## src/rtl/mc_control_unit_pkg.sv

```systemverilog
// Shared constants and types for the TSC multi-cycle control unit:
// opcodes, funcs, ALU function codes, state encoding, select encodings.
package mc_control_unit_pkg;

  localparam int unsigned OPC_W      = 4;
  localparam int unsigned FUNC_W     = 6;
  localparam int unsigned ALU_FUNC_W = 4;
  localparam int unsigned SEL_W      = 2;

  localparam logic [OPC_W-1:0] OP_BNE   = 4'd0;
  localparam logic [OPC_W-1:0] OP_BEQ   = 4'd1;
  localparam logic [OPC_W-1:0] OP_BGZ   = 4'd2;
  localparam logic [OPC_W-1:0] OP_BLZ   = 4'd3;
  localparam logic [OPC_W-1:0] OP_ADI   = 4'd4;
  localparam logic [OPC_W-1:0] OP_ORI   = 4'd5;
  localparam logic [OPC_W-1:0] OP_LHI   = 4'd6;
  localparam logic [OPC_W-1:0] OP_LWD   = 4'd7;
  localparam logic [OPC_W-1:0] OP_SWD   = 4'd8;
  localparam logic [OPC_W-1:0] OP_JMP   = 4'd9;
  localparam logic [OPC_W-1:0] OP_JAL   = 4'd10;
  localparam logic [OPC_W-1:0] OP_RTYPE = 4'd15;

  localparam logic [FUNC_W-1:0] FN_SHR = 6'd7;
  localparam logic [FUNC_W-1:0] FN_JPR = 6'd25;
  localparam logic [FUNC_W-1:0] FN_JRL = 6'd26;
  localparam logic [FUNC_W-1:0] FN_WWD = 6'd28;
  localparam logic [FUNC_W-1:0] FN_HLT = 6'd29;

  localparam logic [ALU_FUNC_W-1:0] FUNC_ADD = 4'd0;
  localparam logic [ALU_FUNC_W-1:0] FUNC_SUB = 4'd1;
  localparam logic [ALU_FUNC_W-1:0] FUNC_AND = 4'd2;
  localparam logic [ALU_FUNC_W-1:0] FUNC_ORR = 4'd3;
  localparam logic [ALU_FUNC_W-1:0] FUNC_NOT = 4'd4;
  localparam logic [ALU_FUNC_W-1:0] FUNC_TCP = 4'd5;
  localparam logic [ALU_FUNC_W-1:0] FUNC_SHL = 4'd6;
  localparam logic [ALU_FUNC_W-1:0] FUNC_SHR = 4'd7;

  localparam logic [SEL_W-1:0] SRC_A_PC   = 2'd0;
  localparam logic [SEL_W-1:0] SRC_A_RS   = 2'd1;
  localparam logic [SEL_W-1:0] SRC_A_ZERO = 2'd2;
  localparam logic [SEL_W-1:0] SRC_B_RT   = 2'd0;
  localparam logic [SEL_W-1:0] SRC_B_ONE  = 2'd1;
  localparam logic [SEL_W-1:0] SRC_B_SEXT = 2'd2;
  localparam logic [SEL_W-1:0] SRC_B_IMM  = 2'd3;
  localparam logic [SEL_W-1:0] PC_SRC_ALU    = 2'd0;
  localparam logic [SEL_W-1:0] PC_SRC_ALUOUT = 2'd1;
  localparam logic [SEL_W-1:0] PC_SRC_TARGET = 2'd2;
  localparam logic [SEL_W-1:0] PC_SRC_RS     = 2'd3;
  localparam logic [SEL_W-1:0] REG_DST_RT = 2'd0;
  localparam logic [SEL_W-1:0] REG_DST_RD = 2'd1;
  localparam logic [SEL_W-1:0] REG_DST_R2 = 2'd2;
  localparam logic [SEL_W-1:0] M2R_ALUOUT = 2'd0;
  localparam logic [SEL_W-1:0] M2R_MDR    = 2'd1;
  localparam logic [SEL_W-1:0] M2R_PC     = 2'd2;

  typedef enum logic [2:0] {
    STATE_IF, STATE_ID, STATE_EX, STATE_MEM, STATE_WB, STATE_HALT
  } state_t;

  typedef enum logic [3:0] {
    CLS_RALU, CLS_ADI, CLS_ORI, CLS_LHI, CLS_LWD, CLS_SWD, CLS_BR,
    CLS_JMP, CLS_JAL, CLS_JPR, CLS_JRL, CLS_WWD, CLS_HLT, CLS_NOP
  } instr_cls_t;

  typedef struct packed {
    logic             pc_write;
    logic             i_or_d;
    logic             mem_read;
    logic             mem_write;
    logic             ir_write;
    logic             reg_write;
    logic [SEL_W-1:0] reg_dst;
    logic [SEL_W-1:0] mem_to_reg;
    logic [SEL_W-1:0] alu_src_a;
    logic [SEL_W-1:0] alu_src_b;
    logic [SEL_W-1:0] pc_source;
    logic             wwd;
    logic             halt;
    logic             is_done;
  } ctrl_t;

  // Collapse opcode/func into one instruction class; anything unknown is a NOP.
  function automatic instr_cls_t classify(input logic [OPC_W-1:0]  op,
                                          input logic [FUNC_W-1:0] fn);
    instr_cls_t cls;
    cls = CLS_NOP;
    case (op)
      OP_BNE, OP_BEQ, OP_BGZ, OP_BLZ: cls = CLS_BR;
      OP_ADI: cls = CLS_ADI;
      OP_ORI: cls = CLS_ORI;
      OP_LHI: cls = CLS_LHI;
      OP_LWD: cls = CLS_LWD;
      OP_SWD: cls = CLS_SWD;
      OP_JMP: cls = CLS_JMP;
      OP_JAL: cls = CLS_JAL;
      OP_RTYPE: begin
        if (fn <= FN_SHR) cls = CLS_RALU;
        else begin
          case (fn)
            FN_JPR:  cls = CLS_JPR;
            FN_JRL:  cls = CLS_JRL;
            FN_WWD:  cls = CLS_WWD;
            FN_HLT:  cls = CLS_HLT;
            default: cls = CLS_NOP;
          endcase
        end
      end
      default: cls = CLS_NOP;
    endcase
    return cls;
  endfunction

endpackage

```

## src/rtl/mc_control_unit_if.sv

```systemverilog
// Control-unit <-> datapath bundle: IR fields and ALU flags in, strobes out.
interface mc_control_unit_if;
  import mc_control_unit_pkg::*;

  logic [OPC_W-1:0]      opcode;
  logic [FUNC_W-1:0]     func_code;
  logic                  alu_zero;
  logic                  alu_sign;
  logic                  mem_ready;
  logic                  pc_write;
  logic                  i_or_d;
  logic                  mem_read;
  logic                  mem_write;
  logic                  ir_write;
  logic                  reg_write;
  logic [SEL_W-1:0]      reg_dst;
  logic [SEL_W-1:0]      mem_to_reg;
  logic [SEL_W-1:0]      alu_src_a;
  logic [SEL_W-1:0]      alu_src_b;
  logic [SEL_W-1:0]      pc_source;
  logic [ALU_FUNC_W-1:0] alu_func_code;
  logic                  wwd;
  logic                  halt;
  logic                  is_done;

  modport master (
    input  opcode, func_code, alu_zero, alu_sign, mem_ready,
    output pc_write, i_or_d, mem_read, mem_write, ir_write, reg_write, reg_dst,
           mem_to_reg, alu_src_a, alu_src_b, pc_source, alu_func_code, wwd, halt, is_done
  );

  modport slave (
    output opcode, func_code, alu_zero, alu_sign, mem_ready,
    input  pc_write, i_or_d, mem_read, mem_write, ir_write, reg_write, reg_dst,
           mem_to_reg, alu_src_a, alu_src_b, pc_source, alu_func_code, wwd, halt, is_done
  );
endinterface

```

## src/rtl/mc_control_unit_alu_ctrl.sv

```systemverilog
// ALU function select: ADD everywhere except EX, where the instruction picks it.
module mc_control_unit_alu_ctrl
  import mc_control_unit_pkg::*;
(
  input  state_t                state,
  input  logic [OPC_W-1:0]      opcode,
  input  logic [FUNC_W-1:0]     func_code,
  output logic [ALU_FUNC_W-1:0] alu_func_code
);
  instr_cls_t cls;

  assign cls = classify(opcode, func_code);

  always_comb begin
    alu_func_code = FUNC_ADD;
    if (state == STATE_EX) begin
      case (cls)
        CLS_RALU: alu_func_code = func_code[ALU_FUNC_W-1:0];
        CLS_ORI:  alu_func_code = FUNC_ORR;
        CLS_BR:   alu_func_code = FUNC_SUB;
        default:  alu_func_code = FUNC_ADD;
      endcase
    end
  end
endmodule

```

## src/rtl/mc_control_unit.sv

```systemverilog
// Multi-cycle control FSM for the 16-bit TSC CPU (IF/ID/EX/MEM/WB/HALT).
// Define MEM_WAIT_EN to stall IF and MEM until mem_ready.
module mc_control_unit
  import mc_control_unit_pkg::*;
(
  input logic               clk,
  input logic               reset_n,
  mc_control_unit_if.master bus
);
  state_t                state_q;
  state_t                state_d;
  ctrl_t                 ctrl_c;
  ctrl_t                 ctrl_o;
  instr_cls_t            cls;
  logic [ALU_FUNC_W-1:0] alu_func_c;
  logic                  mem_ok;
  logic                  br_taken;

  assign cls = classify(bus.opcode, bus.func_code);

`ifdef MEM_WAIT_EN
  assign mem_ok = bus.mem_ready;
`else
  logic unused_mem_ready;
  assign unused_mem_ready = bus.mem_ready;
  assign mem_ok = 1'b1;
`endif

  // Branch outcome uses the flags of the rs-rt subtraction performed in EX.
  always_comb begin
    br_taken = 1'b0;
    case (bus.opcode)
      OP_BNE:  br_taken = ~bus.alu_zero;
      OP_BEQ:  br_taken = bus.alu_zero;
      OP_BGZ:  br_taken = ~bus.alu_zero & ~bus.alu_sign;
      OP_BLZ:  br_taken = bus.alu_sign;
      default: br_taken = 1'b0;
    endcase
  end

  always_ff @(posedge clk or negedge reset_n) begin
    if (!reset_n) state_q <= STATE_IF;
    else          state_q <= state_d;
  end

  always_comb begin
    state_d = state_q;
    ctrl_c  = '0;
    case (state_q)
      STATE_IF: begin
        ctrl_c.mem_read  = 1'b1;
        ctrl_c.ir_write  = mem_ok;
        ctrl_c.pc_write  = mem_ok;
        ctrl_c.alu_src_a = SRC_A_PC;
        ctrl_c.alu_src_b = SRC_B_ONE;
        ctrl_c.pc_source = PC_SRC_ALU;
        if (mem_ok) state_d = STATE_ID;
      end
      STATE_ID: begin
        // PC + sext(imm) goes to ALUOut as the branch target for EX.
        ctrl_c.alu_src_b = SRC_B_SEXT;
        state_d          = STATE_EX;
        case (cls)
          CLS_JMP: begin
            ctrl_c.pc_write  = 1'b1;
            ctrl_c.pc_source = PC_SRC_TARGET;
            ctrl_c.is_done   = 1'b1;
            state_d          = STATE_IF;
          end
          CLS_JAL: begin
            ctrl_c.pc_write  = 1'b1;
            ctrl_c.pc_source = PC_SRC_TARGET;
            state_d          = STATE_WB;
          end
          CLS_JRL: begin
            ctrl_c.pc_write  = 1'b1;
            ctrl_c.pc_source = PC_SRC_RS;
            state_d          = STATE_WB;
          end
          CLS_JPR: begin
            ctrl_c.pc_write  = 1'b1;
            ctrl_c.pc_source = PC_SRC_RS;
            ctrl_c.is_done   = 1'b1;
            state_d          = STATE_IF;
          end
          CLS_WWD: begin
            ctrl_c.wwd     = 1'b1;
            ctrl_c.is_done = 1'b1;
            state_d        = STATE_IF;
          end
          CLS_HLT: state_d = STATE_HALT;
          CLS_NOP: begin
            ctrl_c.is_done = 1'b1;
            state_d        = STATE_IF;
          end
          default: state_d = STATE_EX;
        endcase
      end
      STATE_EX: begin
        ctrl_c.alu_src_a = SRC_A_RS;
        ctrl_c.alu_src_b = SRC_B_SEXT;
        state_d          = STATE_WB;
        case (cls)
          CLS_RALU: ctrl_c.alu_src_b = SRC_B_RT;
          CLS_ORI:  ctrl_c.alu_src_b = SRC_B_IMM;
          CLS_LHI: begin
            ctrl_c.alu_src_a = SRC_A_ZERO;
            ctrl_c.alu_src_b = SRC_B_IMM;
          end
          CLS_LWD, CLS_SWD: state_d = STATE_MEM;
          CLS_BR: begin
            // BGZ/BLZ encode rt=$0, so rs-rt is a compare against zero.
            ctrl_c.alu_src_b = SRC_B_RT;
            ctrl_c.pc_write  = br_taken;
            ctrl_c.pc_source = PC_SRC_ALUOUT;
            ctrl_c.is_done   = 1'b1;
            state_d          = STATE_IF;
          end
          default: ctrl_c.alu_src_b = SRC_B_SEXT;
        endcase
      end
      STATE_MEM: begin
        ctrl_c.i_or_d = 1'b1;
        if (cls == CLS_SWD) begin
          ctrl_c.mem_write = 1'b1;
          ctrl_c.is_done   = mem_ok;
          if (mem_ok) state_d = STATE_IF;
        end else begin
          ctrl_c.mem_read = 1'b1;
          if (mem_ok) state_d = STATE_WB;
        end
      end
      STATE_WB: begin
        ctrl_c.reg_write = 1'b1;
        ctrl_c.is_done   = 1'b1;
        state_d          = STATE_IF;
        case (cls)
          CLS_RALU: ctrl_c.reg_dst = REG_DST_RD;
          CLS_LWD:  ctrl_c.mem_to_reg = M2R_MDR;
          CLS_JAL, CLS_JRL: begin
            ctrl_c.reg_dst    = REG_DST_R2;
            ctrl_c.mem_to_reg = M2R_PC;
          end
          default: ctrl_c.reg_dst = REG_DST_RT;
        endcase
      end
      STATE_HALT: ctrl_c.halt = 1'b1;
      default:    state_d = STATE_IF;
    endcase
  end

  mc_control_unit_alu_ctrl u_alu_ctrl (
    .state         (state_q),
    .opcode        (bus.opcode),
    .func_code     (bus.func_code),
    .alu_func_code (alu_func_c)
  );

  // Outputs are forced quiet the moment reset_n falls, even mid-instruction.
  assign ctrl_o            = reset_n ? ctrl_c : '0;
  assign bus.alu_func_code = reset_n ? alu_func_c : FUNC_ADD;
  assign bus.pc_write      = ctrl_o.pc_write;
  assign bus.i_or_d        = ctrl_o.i_or_d;
  assign bus.mem_read      = ctrl_o.mem_read;
  assign bus.mem_write     = ctrl_o.mem_write;
  assign bus.ir_write      = ctrl_o.ir_write;
  assign bus.reg_write     = ctrl_o.reg_write;
  assign bus.reg_dst       = ctrl_o.reg_dst;
  assign bus.mem_to_reg    = ctrl_o.mem_to_reg;
  assign bus.alu_src_a     = ctrl_o.alu_src_a;
  assign bus.alu_src_b     = ctrl_o.alu_src_b;
  assign bus.pc_source     = ctrl_o.pc_source;
  assign bus.wwd           = ctrl_o.wwd;
  assign bus.halt          = ctrl_o.halt;
  assign bus.is_done       = ctrl_o.is_done;
endmodule

```

## src/flat_wrapper.sv

```systemverilog
// flat-port wrapper written by rule: the top's interface ports become plain ports
module mc_control_unit_flat import mc_control_unit_pkg::*;
  (clk, reset_n, bus_opcode, bus_func_code, bus_alu_zero, bus_alu_sign, bus_mem_ready, bus_pc_write, bus_i_or_d, bus_mem_read, bus_mem_write, bus_ir_write, bus_reg_write, bus_reg_dst, bus_mem_to_reg, bus_alu_src_a, bus_alu_src_b, bus_pc_source, bus_alu_func_code, bus_wwd, bus_halt, bus_is_done);
  mc_control_unit_if bus_i ();
  input logic clk;
  input logic reset_n;
  input wire logic [$bits(bus_i.opcode)-1:0] bus_opcode;
  input wire logic [$bits(bus_i.func_code)-1:0] bus_func_code;
  input wire logic [$bits(bus_i.alu_zero)-1:0] bus_alu_zero;
  input wire logic [$bits(bus_i.alu_sign)-1:0] bus_alu_sign;
  input wire logic [$bits(bus_i.mem_ready)-1:0] bus_mem_ready;
  output wire logic [$bits(bus_i.pc_write)-1:0] bus_pc_write;
  output wire logic [$bits(bus_i.i_or_d)-1:0] bus_i_or_d;
  output wire logic [$bits(bus_i.mem_read)-1:0] bus_mem_read;
  output wire logic [$bits(bus_i.mem_write)-1:0] bus_mem_write;
  output wire logic [$bits(bus_i.ir_write)-1:0] bus_ir_write;
  output wire logic [$bits(bus_i.reg_write)-1:0] bus_reg_write;
  output wire logic [$bits(bus_i.reg_dst)-1:0] bus_reg_dst;
  output wire logic [$bits(bus_i.mem_to_reg)-1:0] bus_mem_to_reg;
  output wire logic [$bits(bus_i.alu_src_a)-1:0] bus_alu_src_a;
  output wire logic [$bits(bus_i.alu_src_b)-1:0] bus_alu_src_b;
  output wire logic [$bits(bus_i.pc_source)-1:0] bus_pc_source;
  output wire logic [$bits(bus_i.alu_func_code)-1:0] bus_alu_func_code;
  output wire logic [$bits(bus_i.wwd)-1:0] bus_wwd;
  output wire logic [$bits(bus_i.halt)-1:0] bus_halt;
  output wire logic [$bits(bus_i.is_done)-1:0] bus_is_done;
  assign bus_i.opcode = bus_opcode;
  assign bus_i.func_code = bus_func_code;
  assign bus_i.alu_zero = bus_alu_zero;
  assign bus_i.alu_sign = bus_alu_sign;
  assign bus_i.mem_ready = bus_mem_ready;
  assign bus_pc_write = bus_i.pc_write;
  assign bus_i_or_d = bus_i.i_or_d;
  assign bus_mem_read = bus_i.mem_read;
  assign bus_mem_write = bus_i.mem_write;
  assign bus_ir_write = bus_i.ir_write;
  assign bus_reg_write = bus_i.reg_write;
  assign bus_reg_dst = bus_i.reg_dst;
  assign bus_mem_to_reg = bus_i.mem_to_reg;
  assign bus_alu_src_a = bus_i.alu_src_a;
  assign bus_alu_src_b = bus_i.alu_src_b;
  assign bus_pc_source = bus_i.pc_source;
  assign bus_alu_func_code = bus_i.alu_func_code;
  assign bus_wwd = bus_i.wwd;
  assign bus_halt = bus_i.halt;
  assign bus_is_done = bus_i.is_done;
  mc_control_unit u_core (.clk(clk), .reset_n(reset_n), .bus(bus_i));
endmodule
```

## config.mk

```make
export PLATFORM = sky130hd
export DESIGN_NAME = mc_control_unit_flat
export DESIGN_NICKNAME = d
export VERILOG_FILES = /design/src/rtl/mc_control_unit_pkg.sv /design/src/rtl/mc_control_unit_if.sv /design/src/rtl/mc_control_unit_alu_ctrl.sv /design/src/rtl/mc_control_unit.sv /design/src/flat_wrapper.sv
export SDC_FILE = /design/constraint.sdc
export NUM_CORES = 1
export LEC_CHECK = 0
export BUFFER_PORTS_ARGS = -buffer_cell sky130_fd_sc_hd__buf_2
export CORE_AREA = 2 2 45 47
export DETAILED_ROUTE_END_ITERATION = 16
export DIE_AREA = 0 0 47 49
export PLACE_DENSITY = 0.91
export SLEW_MARGIN = 30
export SYNTH_ARGS = -nofsm -noshare
export SYNTH_HDL_FRONTEND = slang
export SYNTH_SLANG_ARGS = --single-unit
```

## constraint.sdc

```tcl
create_clock -name clk -period 3.15 [get_ports clk]
set_input_delay 0.315 -clock clk [delete_from_list [all_inputs] [get_ports clk]]
set_output_delay 0.315 -clock clk [all_outputs]
set_load 0.01 [all_outputs]
```

-- Word-level counts from Yosys, hierarchy flattened
Index checks and enable logic that the tools add are counted.
- flip-flop bits (word level): 3
- output and inout port bits: 23
- logic and storage cells: 85
- bitwise gates (word level): 3
- equality and inequality tests: 32
- reductions and logical operators: 12
- magnitude comparators: 1
- muxes and demuxes: 36
- operator list (operator ; number):
    $eq 4x4->1 const B ; 10
    $pmux 4 s9 ; 1
    $eq 4x3->1 const B ; 8
    $eq 6x5->1 const B ; 4
    $pmux 4 s3 ; 2
    $mux 19 ; 1
    $eq 4x2->1 const B ; 4
    $pmux 2 s2 ; 4
    $pmux 3 s5 ; 1
    $mux 1 ; 13
    $mux 4 ; 3
    $pmux 3 s4 ; 1
    $reduce_or 2->1 ; 6
    $reduce_or 4->1 ; 3
    $pmux 3 s3 ; 1
    $logic_not 4->1 ; 2
    $pmux 1 s4 ; 2
    $eq 3x2->1 const B ; 2
    $eq 3x3->1 const B ; 2
    $le 6x3->1 const B ; 1
    $pmux 3 s2 ; 1
    $mux 5 ; 1
    $eq 4x1->1 const B ; 1
    $mux 2 ; 2
    other kinds (7) ; 8

-- Longest topological paths before layout
Gate-level depths: netlist of the first run.
- depth in word-level cells: 9
- mapped depth: 7
- mapped depth without buffers: 5

-- Modules after synthesis
A second synthesis of the first run with hierarchy kept.
- cell total of the unflattened synthesis: 155
- area, all modules: 1123.6 um2
- modules (own cells, without submodules) (module ; times used ; cells each ; area an instance (um2) ; sequential area each (um2)):
    mc_control_unit ; 1 ; 121 ; 900.9 ; 75.1
    mc_control_unit_alu_ctrl ; 1 ; 34 ; 222.7 ; 0.0

-- Worst setup path before layout of the first run
No wires, ideal clock.
- kind: in2out
- from: in bus_opcode[2]
- to: out bus_pc_write
- buffers on the path: 1
- data required time: 2835 ps
- data arrival time: 1691 ps
- setup slack: 1144 ps
- stages on the path: 6
- cell sequence: buf_4 nor2_1 or4_4 nor2_2 o211ai_1 a311oi_2
- cells in the longest elaborated chain, start to end: 8
- ends and longest elaborated chain (element ; RTL line ; RTL):
    from (decl) ; flat_wrapper.sv:7 ; input wire logic [$bits(bus_i.opcode)-1:0] bus_opcode;
    $eq 4x1->1 (tied with other cells) ; mc_control_unit_pkg.sv:87, mc_control_unit.sv:32 ;
    $reduce_or 4->1 ; mc_control_unit_pkg.sv:87 ; case (op)
    $pmux 4 s9 ; mc_control_unit_pkg.sv:87 ;
    $eq 4x3->1 or $eq 4x4->1 (tied branches) ; mc_control_unit.sv:63 ; case (cls)
    $reduce_or 4->1 (no line) ; -- ;
    $mux 1 ; mc_control_unit.sv:63 ;
    $pmux 1 s3 * ; mc_control_unit.sv:49 ; case (state_q)
    $mux 19 * ; mc_control_unit.sv:160 ; assign ctrl_o = reset_n ? ctrl_c : '0;
    to (decl) ; flat_wrapper.sv:12 ; output wire logic [$bits(bus_i.pc_write)-1:0] bus_pc_write;
Every way passes the cells marked *; elsewhere a longest branch is shown, timed or not.

-- Worst setup path after layout of the first run
Same ends and word-level chain as after synthesis.

==> results.cfg, run 1 <==
[cells_and_area]
drive_gt1_share_pct = 30.30
num_antenna_cells = 0
regArea_um2 = 75.07
stdcell_count = 192
biggestRegsByFlops = u_core.state_q x3
area_growth_pct = 21.85
largest_register = u_core.state_q
nets = 181
fillers = 192
largest_reg_flops = 3
multi_input_area_um2 = 749.5
design_area_um2 = 1089
final_core_util_pct = 59.10

[sta]
setup_ws_ps = 628.2
min_period_ps = 2522
skew_ps = 1.492
tightest_slew_ps = 701.2
tns_ps = 0
rsz0062_at_grt = false
finalSetupViolations = 0
fin_crit_sh_pct = 80.06
hold_violations = 0
slew_headroom_pct = 52.82
max_freq_ghz = 0.3965
final_max_slew_viol_count = 0

[cts]
cts-root-buf = clkbuf_4
clk_latency_ps = 240
cts_tree = built
numCtsBuffers = 3
clk_pin_slew_worst_paths_ps = 40
cts.sinks = 3
clockBufferDepth = 2
h-tree-depth = 1

[global_route]
grt_pass1_vias = 1054
grt_max_degree = 19
grtUsageMet3_pct = 3.704
busiest_layer = met2
grt_pass1_wl_um = 4629
grt_usage_pct = 26.35
antenna_found_initial = 0
grt_use_met1_pct = 33.63
grt.overflow.total = 0
grtUsageMet2_pct = 41.78

[critical_path]
r2r_slack_ps = 1550
critical_path_class = primary input to output pin
regToRegStartpoint = u_core.state_q[0]$_DFFE_PN0P_
worstPathMaxFanout = 18
r2r_cells = 4
cp_data_arrival_time_ps = 2210
critPathRequiredTime_ps = 2830
worstReg2RegEnd = u_core.state_q[1]$_DFFE_PN0P_
end_kind = output pin
critPathLaunchType = primary input

[logic_synthesis]
async_flop_share_pct = 100.0
synth_cells = 135
ys_ff_latch = 3
synth_top_area_share_pct = 8.403
synth-main-ff-cell = dfrtp_1
synth.distinct_cells = 47
synth_area_leader_cell = dfrtp_1
seq_area_frac_synth_pct = 8.403
synth.top_cells.by_count = nand2_1 (13), nor3_1 (11), o21ai_0 (9)
synth_area_per_cell_um2 = 6.617
synth_edf_count = 0
yosysMostFrequentCell = nand2_1
syn_nets = 150
synth_area_um2 = 893.4
ys_top_cells_by_area = dfrtp_1 (8.4%), nor3_1 (6.2%), nand2_1 (5.5%), o21ai_0 (5.0%), nor2b_1 (4.2%)
synth_warnings = 0

[power]
p_leak_nw = 0.4785
powerDensity_nw_per_um2 = 469.1
ir_drop_mv = 0.2708

[route]
first_iter_violations = 82
drcViolationCount = 0
routed_via_density = 6.073
totalWireLength_um = 2833
vias = 1166
dr.pass1.iters = 4
antenna_left = 0
wl_per_cell_um = 14.76

[placement]
dp_slack_ps = 687.9
placed_area_um2 = 1052
placed_cells = 187
numPortBuffers = 35
post-dp-hpwl_um = 2141
gp_congestion = 0.8979

[floorplanning]
ioPinCount = 38
core_area_um2 = 1842
die_area_um2 = 2303
fp-row-count = 16
die_h_um = 49
die_w_um = 47
initial_core_util_pct = 48.51

[worst_hold_path]
min_path_type = primary input to asynchronous set/reset pin

[flow_run]
cap_violations = 0

[outcome]
outcome = completed
-- how the worst max path moves through the flow --
stage,slack (ps),cells after the start,to,startpoint
2_1_floorplan,1140,6,bus_pc_write,bus_opcode[2]
3_3_place_gp,700,7,bus_pc_write,bus_opcode[2]
3_5_place_dp,690,7,bus_pc_write,bus_opcode[2]
4_1_cts,680,6,bus_pc_source[0],u_core.state_q[0]$_DFFE_PN0P_
5_1_grt,460,6,bus_pc_source[0],u_core.state_q[2]$_DFFE_PN0P_
6_report,630,7,bus_pc_write,bus_opcode[2]
-- logic make-up (layout without fill, tap and decap cells) --
group                  after synthesis  count (layout)  share of synthesized area (%)
other                                1               1                         0.4198
XOR/XNOR                             3               3                          2.942
AND/OR/NAND/NOR                     72              72                          45.52
AO/OA/AOI/OAI                       41              41                          35.01
flip-flops                           3               3                          8.403
buffers and inverters               15              45                          7.702
-- routing by layer --
layer,up-vias,routed length (um)
met4,0,23
met2,66,1460
met1,533,1115
met3,2,234
met5,-,0
li1,565,-
-- metrics by stage --
| step | hold WS (ps) | power [mW] |
|---|---|---|
| floorplan | 19.41 | 0.3389 |
| global route | 476.4 | 0.5533 |
| CTS | 444.6 | 0.5036 |
| detailed placement | 158.1 | 0.4309 |
| finish | 448.1 | 0.5107 |
| global placement | 153.3 | 0.4169 |
-- report_power, final --
group,total [mW],internal [mW],switching [mW]
sequential,0.119,0.0563,0.0626
combinational,0.322,0.132,0.190
clock,0.0696,0.0476,0.0220
-- cells in the final DEF, fill, tap and decap left out, drive strengths merged, types with 5 or more instances in the layout --
cell and n:
buf 35, a21oi 6, nor2 9, nor2b 6, o21ai 10, nand2 13
inv 5, nor3 12
-- repair_timing --
action,4_1_cts,5_1_grt
setup buffers,0,0
resized for setup,0,0
endpoints found under the hold margin,3,0
hold buffers,1,0
-- critical path, cell delays in order --
cell      delay (ps)
buf_2            270
nor2_1           170
or4_4            550
nor2_2           250
o211ai_1         190
a311oi_2         300
buf_2            170
-- area by class of cell --
cell class	count	area share, %
inverters	5	1.724
repair buffers	36	17.01
clock buffers	4	2.414
well taps	27	3.103
flip-flops and latches	3	6.897
multi-input cells	117	68.85
Power figures use the tool's default switching activity.
==> inputs of run 2 (changes only) <==
- ABC_AREA: not set -> 1
- CORE_AREA: 2 2 45 47 -> 2 2 47 49
- DIE_AREA: 0 0 47 49 -> 0 0 49 51
- PLACE_DENSITY: 0.91 -> 0.83
- clock period: 3.15 -> 2.1 ns (I/O delays scaled with it)
==> run 2 against run 1 <==
Net effect: routed wire length decreased by 26%; synthesized cell count grew 19%; final area shrank 4.1%; utilization fell by 8.5 points; critical path type is now register to output pin; largest cell class unchanged; sequential share of layout area increased by 0.30 points; combinational power rose by 39%; die area up 8.5%; area after synthesis decreased by 11%; via count decreased by 6.7%; non-clock buffer count up 2; hold slack worse by 130 ps; clock-buffer cell count unchanged.
==> results.cfg, run 2 <==
[critical_path]
critPathRequiredTime_ps = 1890
cp_common_cell = nor2_1
worstPathMaxFanout = 6
path_cells = nor3_1 -> inv_1 -> nor2_1 -> buf_4 -> o21ai_2 -> nor2_1 -> buf_2
cp_data_arrival_time_ps = 1710
end_kind = output pin
slowest_stage = dfrtp_1
critPathLaunchType = register
critical_path_class = register to output pin
max_stage_delay_ps = 430

[global_route]
grt_max_degree = 14
busiest_layer = met2
grt.overflow.total = 0
grtUsageMet3_pct = 4.094
antenna_found_initial = 0
grt_usage_pct = 17.23
grt_pass1_wl_um = 3387
grt_use_met1_pct = 23.58
grtUsageMet2_pct = 28.31
grt_pass1_vias = 864

[cts]
cts-root-buf = clkbuf_4
cts.sinks = 3
clk_pin_slew_worst_paths_ps = 40
cts_tree = built
clockBufferDepth = 2
numCtsBuffers = 3
clk_latency_ps = 240
cts_setup_buffers = 0
h-tree-depth = 1

[floorplanning]
initial_core_util_pct = 38.45
die_h_um = 51
die_area_um2 = 2499
core_area_um2 = 2063
fp-row-count = 17
die_w_um = 49
ioPinCount = 38

[logic_synthesis]
synth_area_per_cell_um2 = 4.958
ys_ff_latch = 3
ys_top_cells_by_area = nor2_1 (17%), nand2_1 (15%), inv_1 (11%), dfrtp_1 (9.5%), nand3_1 (6.3%)
async_flop_share_pct = 100.0
synth_warnings = 0
syn_nets = 175
synth.top_cells.by_count = nor2_1 (35), nand2_1 (32), inv_1 (23)
synth_edf_count = 0
synth-main-ff-cell = dfrtp_1
yosysMostFrequentCell = nor2_1
synth_cells = 160
synthAdderAreaFrac_pct = 0
synth.distinct_cells = 25
synth_compound_area_share_pct = 14.20
synth_area_leader_cell = nor2_1
synth_top_family_by_area = simple AND/OR/NAND/NOR gates
seq_area_frac_synth_pct = 9.464
synth_xor_area_share_pct = 0
synthSimpleGateAreaFrac_pct = 59.15
synth_top_area_share_pct = 16.56
muxShareOfSynthArea_pct = 0
synth_area_um2 = 793.3

[sta]
timing.hold.ws_ps = 317.6
min_period_ps = 1916
tns_ps = 0
skew_ps = 1.542
fin_crit_sh_pct = 91.24
max_freq_ghz = 0.5219
setup_ws_ps = 184.0
final_max_slew_viol_count = 0
finalSetupViolations = 0
hold_violations = 0
rsz0062_at_grt = false

[route]
drcViolationCount = 0
antenna_left = 0
routed_via_density = 4.772
first_iter_violations = 37
totalWireLength_um = 2103
wl_per_cell_um = 9.224
dr.pass1.iters = 4
vias = 1088

[cells_and_area]
layout_common_cells = nor2_1 (35), buf_2 (35), nand2_1 (32), inv_1 (23), nand3_1 (10)
num_antenna_cells = 0
nets = 216
largest_reg_flops = 3
stdcell_count = 228
largest_register = u_core.state_q
drive_gt1_share_pct = 31.00
area_growth_pct = 31.55
biggestRegsByFlops = u_core.state_q x3

[power]
p_leak_nw = 0.5875
power_uw = 670.6
powerDensity_nw_per_um2 = 642.6
ir_drop_mv = 0.6832

[placement]
dp_slack_ps = 371.7
gp_congestion = 0.8498
post-dp-hpwl_um = 1767
placed_cells = 223
numPortBuffers = 35

[flow_run]
cap_violations = 0

[outcome]
outcome = completed

[worst_hold_path]
min_path_type = primary input to asynchronous set/reset pin
-- run 2: what timing repair did --
action	in CTS	in global routing
gates resized for setup	0	0
hold buffers	1	0
hold endpoints to repair	3	0
-- run 2: metrics by stage --
step / area (um^2) / util [%]
floorplan: 793.3 / -
detailed placement: 1007 / 48.82
finish: 1044 / 50.58
global route: 1044 / 50.58
CTS: 1044 / 50.58
global placement: 1007 / 48.82
-- run 2: area by class of cell --
type                            instances  area [um^2]
Tap cell                               28        35.03
Inverter                               32        121.4
Timing Repair Buffer                   38        200.2
Multi-Input combinational cell        123        585.6
Clock buffer                            4        26.28
Sequential cell                         3        75.07
Fill cell                             225         1020
-- run 2: report_power, final --
part | internal (mW) | switching, mW | total, mW
clock | 0.0716 | 0.0356 | 0.107
combinational | 0.169 | 0.278 | 0.447
sequential | 0.0850 | 0.0310 | 0.116
total | 0.326 | 0.345 | 0.671
-- run 2: critical path: cells and delay by family (launching register included) --
kind | cells | cell delay, ps
AOI/OAI and AO/OA | 1 | 50
and+or+nand+nor | 3 | 560
DFF | 1 | 430
buffers and inverters | 3 | 420
-- run 2: kinds of logic (layout without fill, tap and decap cells) --
logic type	Yosys count	count (layout)
and+or+nand+nor	103	103
buffers and inverters	34	74
DFF	3	3
other	1	1
AOI/OAI and AO/OA	19	19
-- run 2: worst paths after layout --
check / from / endpoint / slack [ps] / depth (start not counted)
setup / recovery: u_core.state_q[2]$_DFFE_PN0P_ / bus_alu_func_code[1] / 180 / 7
hold / removal: reset_n / u_core.state_q[1]$_DFFE_PN0P_ / 320 / 2
setup reg to reg: u_core.state_q[2]$_DFFE_PN0P_ / u_core.state_q[0]$_DFFE_PN0P_ / 820 / 5
hold reg to reg: u_core.state_q[2]$_DFFE_PN0P_ / u_core.state_q[0]$_DFFE_PN0P_ / 680 / 2
max in group asynchronous: reset_n / u_core.state_q[0]$_DFFE_PN0P_ / 1660 / 2
min in group clk: bus_opcode[3] / u_core.state_q[1]$_DFFE_PN0P_ / 520 / 6
-- run 2: routing by layer --
metal	vias up	share of wire, %
met4	0	0
met3	0	9.1
li1	587	-
met1	458	47
met5	-	0
met2	43	44
==> inputs of run 3 (changes only) <==
- ABC_AREA: 1 -> not set
- CORE_AREA: 2 2 47 49 -> 2 2 49 51
- DIE_AREA: 0 0 49 51 -> 0 0 51 53
==> run 3 against run 2 <==
Net effect: utilization is 12 points higher; routed wire length up 49%; clock-buffer cell count is the same; global-route usage is 7.4 points higher; highest routed layer is now met4.
==> results.cfg, run 3 (synthesized netlist as in run 1, its figures left out) <==
[sta]
max_freq_ghz = 0.4866
min_period_ps = 2055
hold_violations = 0
skew_ps = 5.069
finalSetupViolations = 0
timing.hold.ws_ps = 433.0
fin_crit_sh_pct = 97.87
final_max_slew_viol_count = 0
rsz0062_at_grt = true
setup_ws_ps = 44.81

[cts]
cts_tree = built
cts-root-buf = clkbuf_4
numCtsBuffers = 3
clk_pin_slew_worst_paths_ps = 40
h-tree-depth = 1
cts.sinks = 3
clk_latency_ps = 230
clockBufferDepth = 2

[flow_run]
cap_violations = 0

[route]
drcViolationCount = 0
dr.pass1.iters = 4
routed_via_density = 5.811
first_iter_violations = 33
antenna_left = 0
vias = 1261
wl_per_cell_um = 14.40
totalWireLength_um = 3125

[cells_and_area]
drive_gt1_share_pct = 44.44
stdcell_count = 217
area_growth_pct = 49.86
num_antenna_cells = 0
layout_common_cells = buf_2 (35), buf_4 (24), nand2_1 (13), nor3_1 (9)
final_common_cell = buf_2
largest_reg_flops = 3
final_core_util_pct = 62.32
fillers = 204
largest_register = u_core.state_q
nets = 205
biggestRegsByFlops = u_core.state_q x3

[global_route]
antenna_found_initial = 0
grt.overflow.total = 0
grt_pass1_vias = 1163
grt_use_met1_pct = 28.76
busiest_layer = met2
grt_usage_pct = 24.66
grtUsageMet3_pct = 2.542
grtUsageMet2_pct = 46.10
grt_pass1_wl_um = 5119
grt_max_degree = 15

[critical_path]
critPathLaunchType = register
cp_data_arrival_time_ps = 1850
cp_common_cell = buf_4
critPathRequiredTime_ps = 1890
end_kind = output pin
crit_family = compound AO/OA/AOI/OAI gates
worstPathMaxFanout = 4
slowest_stage = dfrtp_1
path_buf_inv = 3
critical_path_class = register to output pin
max_stage_delay_ps = 410
path_cells = nand2b_4 -> a2111oi_4 -> buf_4 -> buf_4 -> a32o_1 -> o2bb2ai_1 -> buf_2

[power]
seq_power_share_pct = 13.4
ir_drop_mv = 0.4556
pwr-share-clk_pct = 10.7
p_sw_uw = 456.8
intPower_uw = 482.5
power.share.switching_pct = 48.63
p_leak_nw = 0.6176
powerDensity_nw_per_um2 = 701.6
comb_power_share_pct = 75.9

[floorplanning]
core_area_um2 = 2148
die_area_um2 = 2703
initial_core_util_pct = 41.58
ioPinCount = 38
die_h_um = 53
die_w_um = 51
fp-row-count = 17

[placement]
gp_congestion = 0.8932
dp_slack_ps = 34.77
placed_cells = 209
post-dp-hpwl_um = 2352
numPortBuffers = 35

[worst_hold_path]
min_path_type = primary input to asynchronous set/reset pin

[outcome]
outcome = completed
## run 3: metal layers
| layer | vias up | wire length (um) |
|---|---|---|
| li1 | 616 | - |
| met1 | 578 | 1195 |
| met2 | 56 | 1643 |
| met3 | 11 | 195 |
| met4 | 0 | 91 |
| met5 | - | 0 |
## run 3: cell type report
class,instances,area [um^2],share of cell area [%]
Tap cell,28,35.03,2.617
Inverter,5,18.77,1.402
Timing Repair Buffer,60,365.4,27.29
Sequential cell,3,76.32,5.701
Clock buffer,4,26.28,1.963
Multi-Input combinational cell,117,817.0,61.03
## run 3: final timing paths
check | start | endpoint | slack [ps] | depth (start not counted)
setup reg to reg | u_core.state_q[0]$_DFFE_PN0P_ | u_core.state_q[1]$_DFFE_PN0P_ | 670 | 6
setup / recovery | u_core.state_q[0]$_DFFE_PN0P_ | bus_is_done | 40 | 7
max in group asynchronous | reset_n | u_core.state_q[1]$_DFFE_PN0P_ | 1500 | 2
hold / removal | reset_n | u_core.state_q[0]$_DFFE_PN0P_ | 430 | 2
min in group clk | bus_opcode[3] | u_core.state_q[2]$_DFFE_PN0P_ | 440 | 4
hold reg to reg | u_core.state_q[2]$_DFFE_PN0P_ | u_core.state_q[1]$_DFFE_PN0P_ | 750 | 4
## run 3: timing repair
action | 4_1_cts | 5_1_grt
resized for setup | 1 | 14
endpoints found under the hold margin | 3 | 0
setup endpoints to repair | 3 | 9
setup buffers | 3 | 0
hold buffers | 1 | 0
pin swaps | 1 | 7
## run 3: per-stage QoR
| step | instance area, um^2 | total power, mW | setup TNS, ps |
|---|---|---|---|
| after floorplan | 893.4 | 0.5084 | 0 |
| after global placement | 1211 | 0.7267 | 0 |
| after detailed placement | 1211 | 0.7375 | 0 |
| after CTS | 1271 | 0.8806 | 0 |
| after global routing | 1339 | 1.029 | -141.4 |
| final | 1339 | 0.9394 | 0 |
## run 3: power groups by stage
stage | Clock (mW) | Sequential [mW] | Combinational (mW)
global placement | 0 | 0.124 | 0.602
global route | 0.109 | 0.129 | 0.792
detailed placement | 0 | 0.126 | 0.612
finish | 0.101 | 0.126 | 0.713
floorplan | 0 | 0.101 | 0.408
CTS | 0.102 | 0.116 | 0.663
## run 3: worst register-to-register path: stages (launching register included)
cell and delay [ps]:
dfrtp_1 410, nand2b_4 170, a2111oi_4 330, buf_4 180, buf_4 100, o21ai_0 70, nand2_1 70
